$ cat src/rtl/tlb_pkg.sv
// Shared definitions for the CP0 TLB instruction scheduler.
// Holds the entry count, index width, op and state encodings, and the
// helper that formats a TLBP result into the CP0 Index register layout.
package tlb_pkg;

    localparam int TLB_N_ENTRY = 32;
    localparam int IDX_W       = 5;

    typedef enum logic [1:0] {
        OP_TLBWI = 2'd0,
        OP_TLBWR = 2'd1,
        OP_TLBP  = 2'd2,
        OP_RSVD  = 2'd3
    } tlbOpT;

    typedef enum logic [2:0] {
        ST_IDLE       = 3'd0,
        ST_PROBE_WAIT = 3'd1,
        ST_PROBE_CAP  = 3'd2,
        ST_WRITE      = 3'd3,
        ST_FLUSH      = 3'd4,
        ST_DONE       = 3'd5
    } tlbStateT;

    // CP0 Index layout: bit 31 is the probe-failure flag (set on miss).
    function automatic logic [31:0] probeResult(input logic match,
                                                input logic [IDX_W-1:0] idx);
        return {~match, 26'b0, idx};
    endfunction

endpackage

$ cat src/rtl/tlb_random.sv
// CP0 Random register.
// Counts down once per cycle from the top entry to Wired, then wraps back to
// the top entry. A write to Wired (or Wired at the top entry) pins it to the top.
// Ports:
//   clk, rst  : clock, synchronous active-high reset (Random = top entry)
//   wired     : current CP0 Wired value
//   wired_we  : Wired is being written this cycle
//   random    : CP0 Random value
module tlb_random
    import tlb_pkg::*;
#(
    parameter int N_ENTRY = TLB_N_ENTRY
)(
    input  logic             clk,
    input  logic             rst,
    input  logic [IDX_W-1:0] wired,
    input  logic             wired_we,
    output logic [IDX_W-1:0] random
);

    localparam logic [IDX_W-1:0] TOP_IDX = IDX_W'(N_ENTRY - 1);

    always_ff @(posedge clk) begin
        if (rst || wired_we) begin
            random <= TOP_IDX;
        end else if (random == wired || wired >= TOP_IDX) begin
            random <= TOP_IDX;
        end else begin
            random <= random - IDX_W'(1);
        end
    end

endmodule

$ cat src/rtl/tlb_op_sched.sv
// TLB instruction scheduler.
// Sequences TLBWI/TLBWR/TLBP against the TLB array, stalls the pipeline while
// a command is in flight, and runs a background flush sweep that invalidates
// every non-wired entry. Commands always win over a pending flush.
// Ports:
//   clk, rst                  : clock, synchronous active-high reset
//   cmd_valid/cmd_op/cmd_index: TLB instruction request (Index used by TLBWI)
//   cmd_ready                 : request accepted this cycle
//   cmd_done                  : one-cycle retire pulse
//   wired, wired_we           : CP0 Wired value and its write strobe
//   flush_req, flush_busy     : flush request pulse, sweep pending/in progress
//   probe_match, probe_index  : OR-reduced probe results from the TLB array
//   index_out                 : last TLBP result in CP0 Index format
//   random                    : CP0 Random
//   tlb_we/tlb_windex/tlb_winval : entry write strobe, index, invalidate select
//   stall                     : pipeline stall, acceptance through cmd_done
module tlb_op_sched
    import tlb_pkg::*;
#(
    parameter int N_ENTRY  = TLB_N_ENTRY,
    parameter int FLUSH_EN = 1
)(
    input  logic             clk,
    input  logic             rst,
    input  logic             cmd_valid,
    input  logic [1:0]       cmd_op,
    input  logic [IDX_W-1:0] cmd_index,
    output logic             cmd_ready,
    output logic             cmd_done,
    input  logic [IDX_W-1:0] wired,
    input  logic             wired_we,
    input  logic             flush_req,
    output logic             flush_busy,
    input  logic             probe_match,
    input  logic [IDX_W-1:0] probe_index,
    output logic [31:0]      index_out,
    output logic [IDX_W-1:0] random,
    output logic             tlb_we,
    output logic [IDX_W-1:0] tlb_windex,
    output logic             tlb_winval,
    output logic             stall
);

    localparam logic [IDX_W-1:0] LAST_IDX = IDX_W'(N_ENTRY - 1);
    localparam bit               FLUSH_ON = (FLUSH_EN != 0);

    tlbStateT         state;
    tlbStateT         stateNext;
    tlbOpT            op;
    logic             accept;
    logic             flushStart;
    logic             flushPend;
    logic [IDX_W-1:0] flushPtr;
    logic [IDX_W-1:0] cmdIdx;

    assign op = tlbOpT'(cmd_op);

    tlb_random #(
        .N_ENTRY (N_ENTRY)
    ) uRandom (
        .clk      (clk),
        .rst      (rst),
        .wired    (wired),
        .wired_we (wired_we),
        .random   (random)
    );

    // Next-state logic; a waiting command blocks the flush from starting.
    always_comb begin
        stateNext  = state;
        accept     = 1'b0;
        flushStart = 1'b0;
        case (state)
            ST_IDLE: begin
                if (cmd_valid) begin
                    accept = 1'b1;
                    case (op)
                        OP_TLBWI, OP_TLBWR: stateNext = ST_WRITE;
                        OP_TLBP:            stateNext = ST_PROBE_WAIT;
                        default:            stateNext = ST_DONE;
                    endcase
                end else if (flushPend) begin
                    flushStart = 1'b1;
                    stateNext  = ST_FLUSH;
                end
            end
            ST_PROBE_WAIT: stateNext = ST_PROBE_CAP;
            ST_PROBE_CAP:  stateNext = ST_DONE;
            ST_WRITE:      stateNext = ST_DONE;
            ST_DONE:       stateNext = ST_IDLE;
            ST_FLUSH: begin
                if (flushPtr == LAST_IDX) begin
                    stateNext = ST_IDLE;
                end
            end
            default:       stateNext = ST_IDLE;
        endcase
    end

    // Outputs are forced low while rst is high so an aborted operation
    // never leaks a write strobe or a retire pulse.
    always_comb begin
        cmd_ready  = 1'b0;
        cmd_done   = 1'b0;
        tlb_we     = 1'b0;
        tlb_windex = '0;
        tlb_winval = 1'b0;
        stall      = 1'b0;
        flush_busy = 1'b0;
        if (!rst) begin
            cmd_ready  = accept;
            cmd_done   = (state == ST_DONE);
            stall      = accept || (state == ST_PROBE_WAIT) || (state == ST_PROBE_CAP)
                      || (state == ST_WRITE) || (state == ST_DONE);
            flush_busy = FLUSH_ON && (flushPend || state == ST_FLUSH);
            if (state == ST_WRITE) begin
                tlb_we     = 1'b1;
                tlb_windex = cmdIdx;
            end else if (state == ST_FLUSH) begin
                tlb_we     = 1'b1;
                tlb_windex = flushPtr;
                tlb_winval = 1'b1;
            end
        end
    end

    always_ff @(posedge clk) begin
        if (rst) begin
            state <= ST_IDLE;
        end else begin
            state <= stateNext;
        end
    end

    // A request arriving in the same cycle the flush starts stays pending,
    // which yields one more full sweep.
    always_ff @(posedge clk) begin
        if (rst) begin
            flushPend <= 1'b0;
        end else if (FLUSH_ON && flush_req) begin
            flushPend <= 1'b1;
        end else if (flushStart) begin
            flushPend <= 1'b0;
        end
    end

    always_ff @(posedge clk) begin
        if (flushStart) begin
            flushPtr <= wired;
        end else if (state == ST_FLUSH) begin
            flushPtr <= flushPtr + IDX_W'(1);
        end
    end

    // Write target is frozen at acceptance: Random keeps counting meanwhile.
    always_ff @(posedge clk) begin
        if (accept) begin
            cmdIdx <= (op == OP_TLBWR) ? random : cmd_index;
        end
    end

    always_ff @(posedge clk) begin
        if (rst) begin
            index_out <= probeResult(1'b0, '0);
        end else if (state == ST_PROBE_CAP) begin
            index_out <= probeResult(probe_match, probe_index);
        end
    end

endmodule
$ cat config.mk
export PLATFORM = sky130hd
export DESIGN_NAME = tlb_op_sched
export DESIGN_NICKNAME = d
export VERILOG_FILES = /design/src/rtl/tlb_pkg.sv /design/src/rtl/tlb_random.sv /design/src/rtl/tlb_op_sched.sv
export SDC_FILE = /design/constraint.sdc
export NUM_CORES = 1
export LEC_CHECK = 0
export BUFFER_PORTS_ARGS = -buffer_cell sky130_fd_sc_hd__buf_2
export CORE_ASPECT_RATIO = 0.9
export CORE_MARGIN = 2
export CORE_UTILIZATION = 25
export CTS_BUF_LIST = sky130_fd_sc_hd__clkbuf_8
export CTS_CLUSTER_DIAMETER = 80
export CTS_CLUSTER_SIZE = 14
export DETAILED_ROUTE_END_ITERATION = 10
export GPL_TIMING_DRIVEN = 0
export PLACE_DENSITY = 0.56
export SYNTH_ARGS = -nofsm -noshare
export SYNTH_HDL_FRONTEND = slang
export SYNTH_SLANG_ARGS = --single-unit
$ cat constraint.sdc
create_clock -name clk -period 2.69 [get_ports clk]
set_input_delay 0.6725 -clock clk [delete_from_list [all_inputs] [get_ports clk]]
set_output_delay 0.6725 -clock clk [all_outputs]
set_load 0.05 [all_outputs]
# Yosys cells after proc, flatten, opt, wreduce, memory -nomap -nowiden
# Cells that the tools add are included.
word_totals:
  reg_bits: 25
  inputBits: 23
  out_inout_bits: 48
  elab_cells: 63
op_classes:
  add_sub_neg: 2
  n_lt_le_gt_ge: 1
  n_eq_ne: 11
  n_mux: 27
  bitwise_logic: 1
  n_reduce_logical: 15
op_table:
  columns: ["cell", "n"]
  rows:
  - ["5-bit two-way mux", 6]
  - ["1-bit two-way mux", 16]
  - ["3-bit one-hot mux with 4 select lines", 1]
  - ["3-bit two-way mux", 3]
  - ["1-bit logical OR", 7]
  - ["3-bit by 2-bit equality test with 1-bit output (second input constant)", 2]
  - ["3-bit equality test (second input constant)", 2]
  - ["3-bit one-hot mux with 2 select lines", 1]
  - ["2-bit OR reduction", 3]
  - ["5-bit by 1-bit adder with 5-bit output (second input constant)", 1]
  - ["5-bit equality test", 1]
  - ["5-bit equality test (second input constant)", 1]
  - ["5-bit greater-or-equal comparator (second input constant)", 1]
  - ["5-bit by 1-bit subtractor with 5-bit output (second input constant)", 1]
  - ["2-bit nonzero test", 2]
  - ["3-bit by 1-bit equality test with 1-bit output (second input constant)", 1]
  - ["3-bit logical NOT", 1]
  - ["3-bit != test (second input constant)", 1]
  - ["2-bit by 1-bit equality test with 1-bit output (second input constant)", 1]
  - ["2-bit equality test (second input constant)", 1]
  - ["2-bit logical NOT", 1]
  - ["2-bit != test (second input constant)", 1]
  - ["2-bit AND reduction", 1]
  - ["1-bit NOT", 1]

# Depth between registers and ports, before layout
logic_depth:
  word_depth: 7
  depth_mapped: 5
  depth_no_buf: 5

# Cells and area by module
# Synthesis repeated with hierarchy kept, for this count alone.
hier_totals:
  hier_cells: 151
  area_unflattened_um2: 1601.5
by_module_without_submodules:
  columns: ["mod", "n_inst", "cells_each", "area_each_um2", "seq_area_each_um2"]
  rows:
  - ["tlb_op_sched", 1, 124, 1313.8, 500.5]
  - ["tlb_random", 1, 27, 287.8, 100.1]

# Worst setup path after synthesis
# OpenSTA, ideal clock, no wires.
synth_path:
  path_type: "input to output"
  startpoint: "in rst"
  endpoint: "out cmd_done"
  arrival_ps: 2042
  required_ps: 2017
  setup_slack_ps: -25
  cell_stages: 2
  n_path_buf: 1
  cell_sequence: "buf_1 > nor3b_1"
synth_between:
  elab_chain_cells: 1
synth_lines:
  columns: ["item", "line_no", "source"]
  rows:
  - ["start: declaration", "tlb_op_sched.sv:24", "input logic rst,"]
  - ["1-bit two-way mux", "tlb_op_sched.sv:110", "if (!rst) begin"]
  - ["end: declaration", "tlb_op_sched.sv:29", "output logic cmd_done,"]
# No other way between the ends.

# Worst setup path in the final report
layout_path:
  startpoint: "in rst"
  endpoint: "out flush_busy"
layout_between:
  elab_chain_cells: 1
layout_lines:
  columns: ["item", "line_no", "source"]
  rows:
  - ["1-bit two-way mux", "tlb_op_sched.sv:110", null]
  - ["end: declaration", "tlb_op_sched.sv:33", "output logic flush_busy,"]
# No other way between the ends.

==> results.rst <==
.. list-table::
   :header-rows: 1

   * - Metric
     - Value
   * - Post-detailed-route DRC marker count
     - 0
   * - Result of the run
     - completed
   * - Final max-slew violation count
     - 0
   * - Pin count of the biggest net entering global routing
     - 15
   * - Count of distinct cell types in the synthesized netlist
     - 42
   * - Global placement routability congestion
     - 0.725
   * - Synth-to-layout area growth
     - 29.3%
   * - Worst clock skew
     - roughly 0.0029 ns
   * - Leading cell types in the layout, fill and taps excluded
     - buf_2, buf_4, conb_1, nor2_1, dfxtp_1
   * - Number of buffers added by the clock tree synthesis step
     - 3
   * - Count of antenna-violating nets left after detailed routing
     - 0
   * - Netlist area before placement
     - ~1600 sq um
   * - Leakage
     - 0.955 nW
   * - Final critical delay including setup and external delays
     - ~2.5 ns
   * - Area of the core
     - approximately 6100 sq um
   * - Antenna Diode Count
     - 0
   * - Clock insertion delay at the later pin of the skew report
     - between 0.2 and 0.3 ns
   * - CTS H-tree depth
     - 1
   * - Final worst hold slack
     - slightly below 0.5 ns
   * - Starting utilization of the core area
     - 0.256
   * - Post-Place Cells
     - between 200 and 300
   * - Total of warnings raised by yosys
     - 0
   * - Worst ir drop on vdd
     - between 0.00015 and 0.0002 V
   * - Seq. cell area
     - approximately 600 sq um
   * - Kind of path behind the tightest hold check
     - reg2reg
   * - Layout Cells excl Fill
     - 301
   * - Global-route wire length before repair
     - between 5000 and 6000 um
   * - Row Count
     - 27
   * - Final hold violation count
     - 0
   * - Number of buffers on the longest clock path
     - 2
   * - Number of vias after detailed routing
     - around 1200
   * - Number of I/O pins
     - 71
   * - DRC marker count from the first detailed-route iteration
     - 21
   * - Routed length per instance
     - around 11 um
   * - Area fraction of the dominant cell type after synthesis
     - 0.193
   * - Cell area after placement
     - between 1500 and 2000 sq um
   * - Number of endpoints failing setup at the final stage
     - 0
   * - Final Cycle Share
     - 0.925
   * - Aggregate negative setup slack
     - 0 ns
   * - Die Height
     - around 79 um
   * - Reg clk slew, reported paths
     - about 0.090 ns
   * - Worst setup path class
     - in2out
   * - Data arrival at the endpoint of the critical path
     - 1.82 ns
   * - Max Clock Freq
     - approximately 400 MHz
   * - Vias in the first global route
     - 1068
   * - Cell count after synthesis
     - 156
   * - Final-layout fill cell count
     - 655
   * - Post-synth EDFFs
     - 10
   * - Overall global routing resource usage
     - 0.0968
   * - Main area contributors after synthesis
     - dfxtp_1, edfxtp_1, buf_4, xnor2_1, nor2_1
   * - Per-instance average area after synthesis
     - approximately 10 sq um
   * - Count of input and output buffers
     - 44
   * - #FFs+latches synth
     - 25
   * - Total number of nets in the final design
     - ~260
   * - Most common cell after layout, fill and taps aside
     - buf_2
   * - TritonCTS clock tree
     - yes
   * - Layout Utilization
     - 0.331
   * - Power Density
     - just over 600 nW/um^2
   * - Req. time, crit path
     - ~2.0 ns
   * - Area taken by multi-input logic gates
     - about 800 sq um
   * - DRT Pass-1 Iters
     - 4
   * - Most common flop cell mapped by yosys
     - dfxtp_1
   * - Sequential cell area fraction in the yosys report
     - 0.386
   * - Clk Tree Root Cell
     - clkbuf_8
   * - Antenna violations before repair
     - 0
   * - Yosys top cell by area
     - dfxtp_1
   * - GRT overflow
     - 0
   * - Final routed wirelength across all metal layers
     - around 3300 um
   * - Unrepaired setup endpoints after global routing
     - no
   * - Overall die width
     - ~87 um
   * - Nature of the critical path startpoint
     - primary input
   * - Sinks on the clock net
     - 25
   * - Vias per Instance
     - between 3 and 4
   * - Max-cap violations
     - 0
   * - Dpl hpwl
     - around 2700 um
   * - Die Area
     - between 6000 and 7000 sq um
   * - Async S/R FF share, synth
     - 0
   * - Crit end category
     - output port
   * - Area of all placed cells without fillers
     - a little over 2000 sq um
   * - Fraction of final layout cells with drive strength greater than 1
     - 0.393
   * - Biggest fanout along the worst timing path
     - 10
==> area by class of cell <==
class | count | share of cell area
buffer | 33 | 0.119
inverter | 5 | 0.00932
clock buffer | 3 | 0.0205
multi-input combinational | 118 | 0.397
timing repair buffer | 44 | 0.109
sequential | 25 | 0.298
tap | 72 | 0.0447
clock inverter | 1 | 0.00249
==> path summary, 6_finish.rpt <==
path                     start           end  slack, ns  cells after the start
hold reg to reg   index_out[1]  index_out[1]       0.49                      2
hold / removal    index_out[1]  index_out[1]       0.49                      2
setup / recovery           rst    flush_busy       0.20                      5
setup reg to reg   flushPtr[0]   flushPtr[4]       1.01                      4
==> critical path, stage by stage <==
cell      delay (ns)
buf_2           0.12
buf_1           0.38
clkbuf_2        0.32
nor2_1          0.10
buf_2           0.22
==> state kept, by name, indices dropped and copies added (netlist names) <==
name	count
flushPend	1
flushPtr	5
state	3
cmdIdx	5
uRandom.random	5
index_out	6
==> stage by stage <==
step / power (mW) / setup WS, ns
floorplan: 0.901 / 0.219
global placement: 0.993 / 0.0139
detailed placement: 0.998 / -0.0121
CTS: 1.23 / 0.158
global route: 1.28 / 0.0473
finish: 1.21 / 0.201
==> synth_stat cells (2+ instances only) <==
cell / number
a22oi_1: 5
a21oi_1: 3
clkbuf_1: 3
nand2b_1: 4
mux2i_1: 6
inv_1: 5
buf_6: 2
mux2_2: 3
mux2_1: 4
o21ai_0: 2
nor3b_1: 2
and3_1: 2
nand3_1: 2
dfxtp_1: 15
nor2_1: 18
buf_4: 26
o211ai_1: 5
ha_1: 3
edfxtp_1: 10
xnor2_1: 9
nand2_1: 6
==> repair_timing <==
action / CTS / global route
hold buffers: 0 / 0
gates resized for setup: 1 / 0
buffers inserted: 0 / 0
endpoints found under the setup margin: 1 / 0
==> power by group <==
group          switching [mW]  total (mW)  internal, mW
Sequential             0.0319       0.495         0.463
Combinational           0.324       0.492         0.168
Clock                   0.124       0.228         0.104
Total                   0.480        1.21         0.735
==> per-layer routing <==
layer  vias to the layer above  GRT usage  part of all wire
met5                         -          0                 0
met4                         0     0.0185            0.0030
met3                         2     0.0322             0.079
met2                        45      0.152              0.45
met1                       512      0.131              0.47
li1                        634          -                 -
==> cell families after synthesis <==
logic type | share of synthesized area
AO/OA/AOI/OAI | 0.116
XOR/XNOR | 0.0563
adder cells (fa/ha/maj) | 0.0241
buffers and inverters | 0.165
flip-flops | 0.386
multiplexers | 0.0892
other | 0.00241
AND/OR/NAND/NOR | 0.162
No activity file was read; power rests on OpenSTA's default activity.
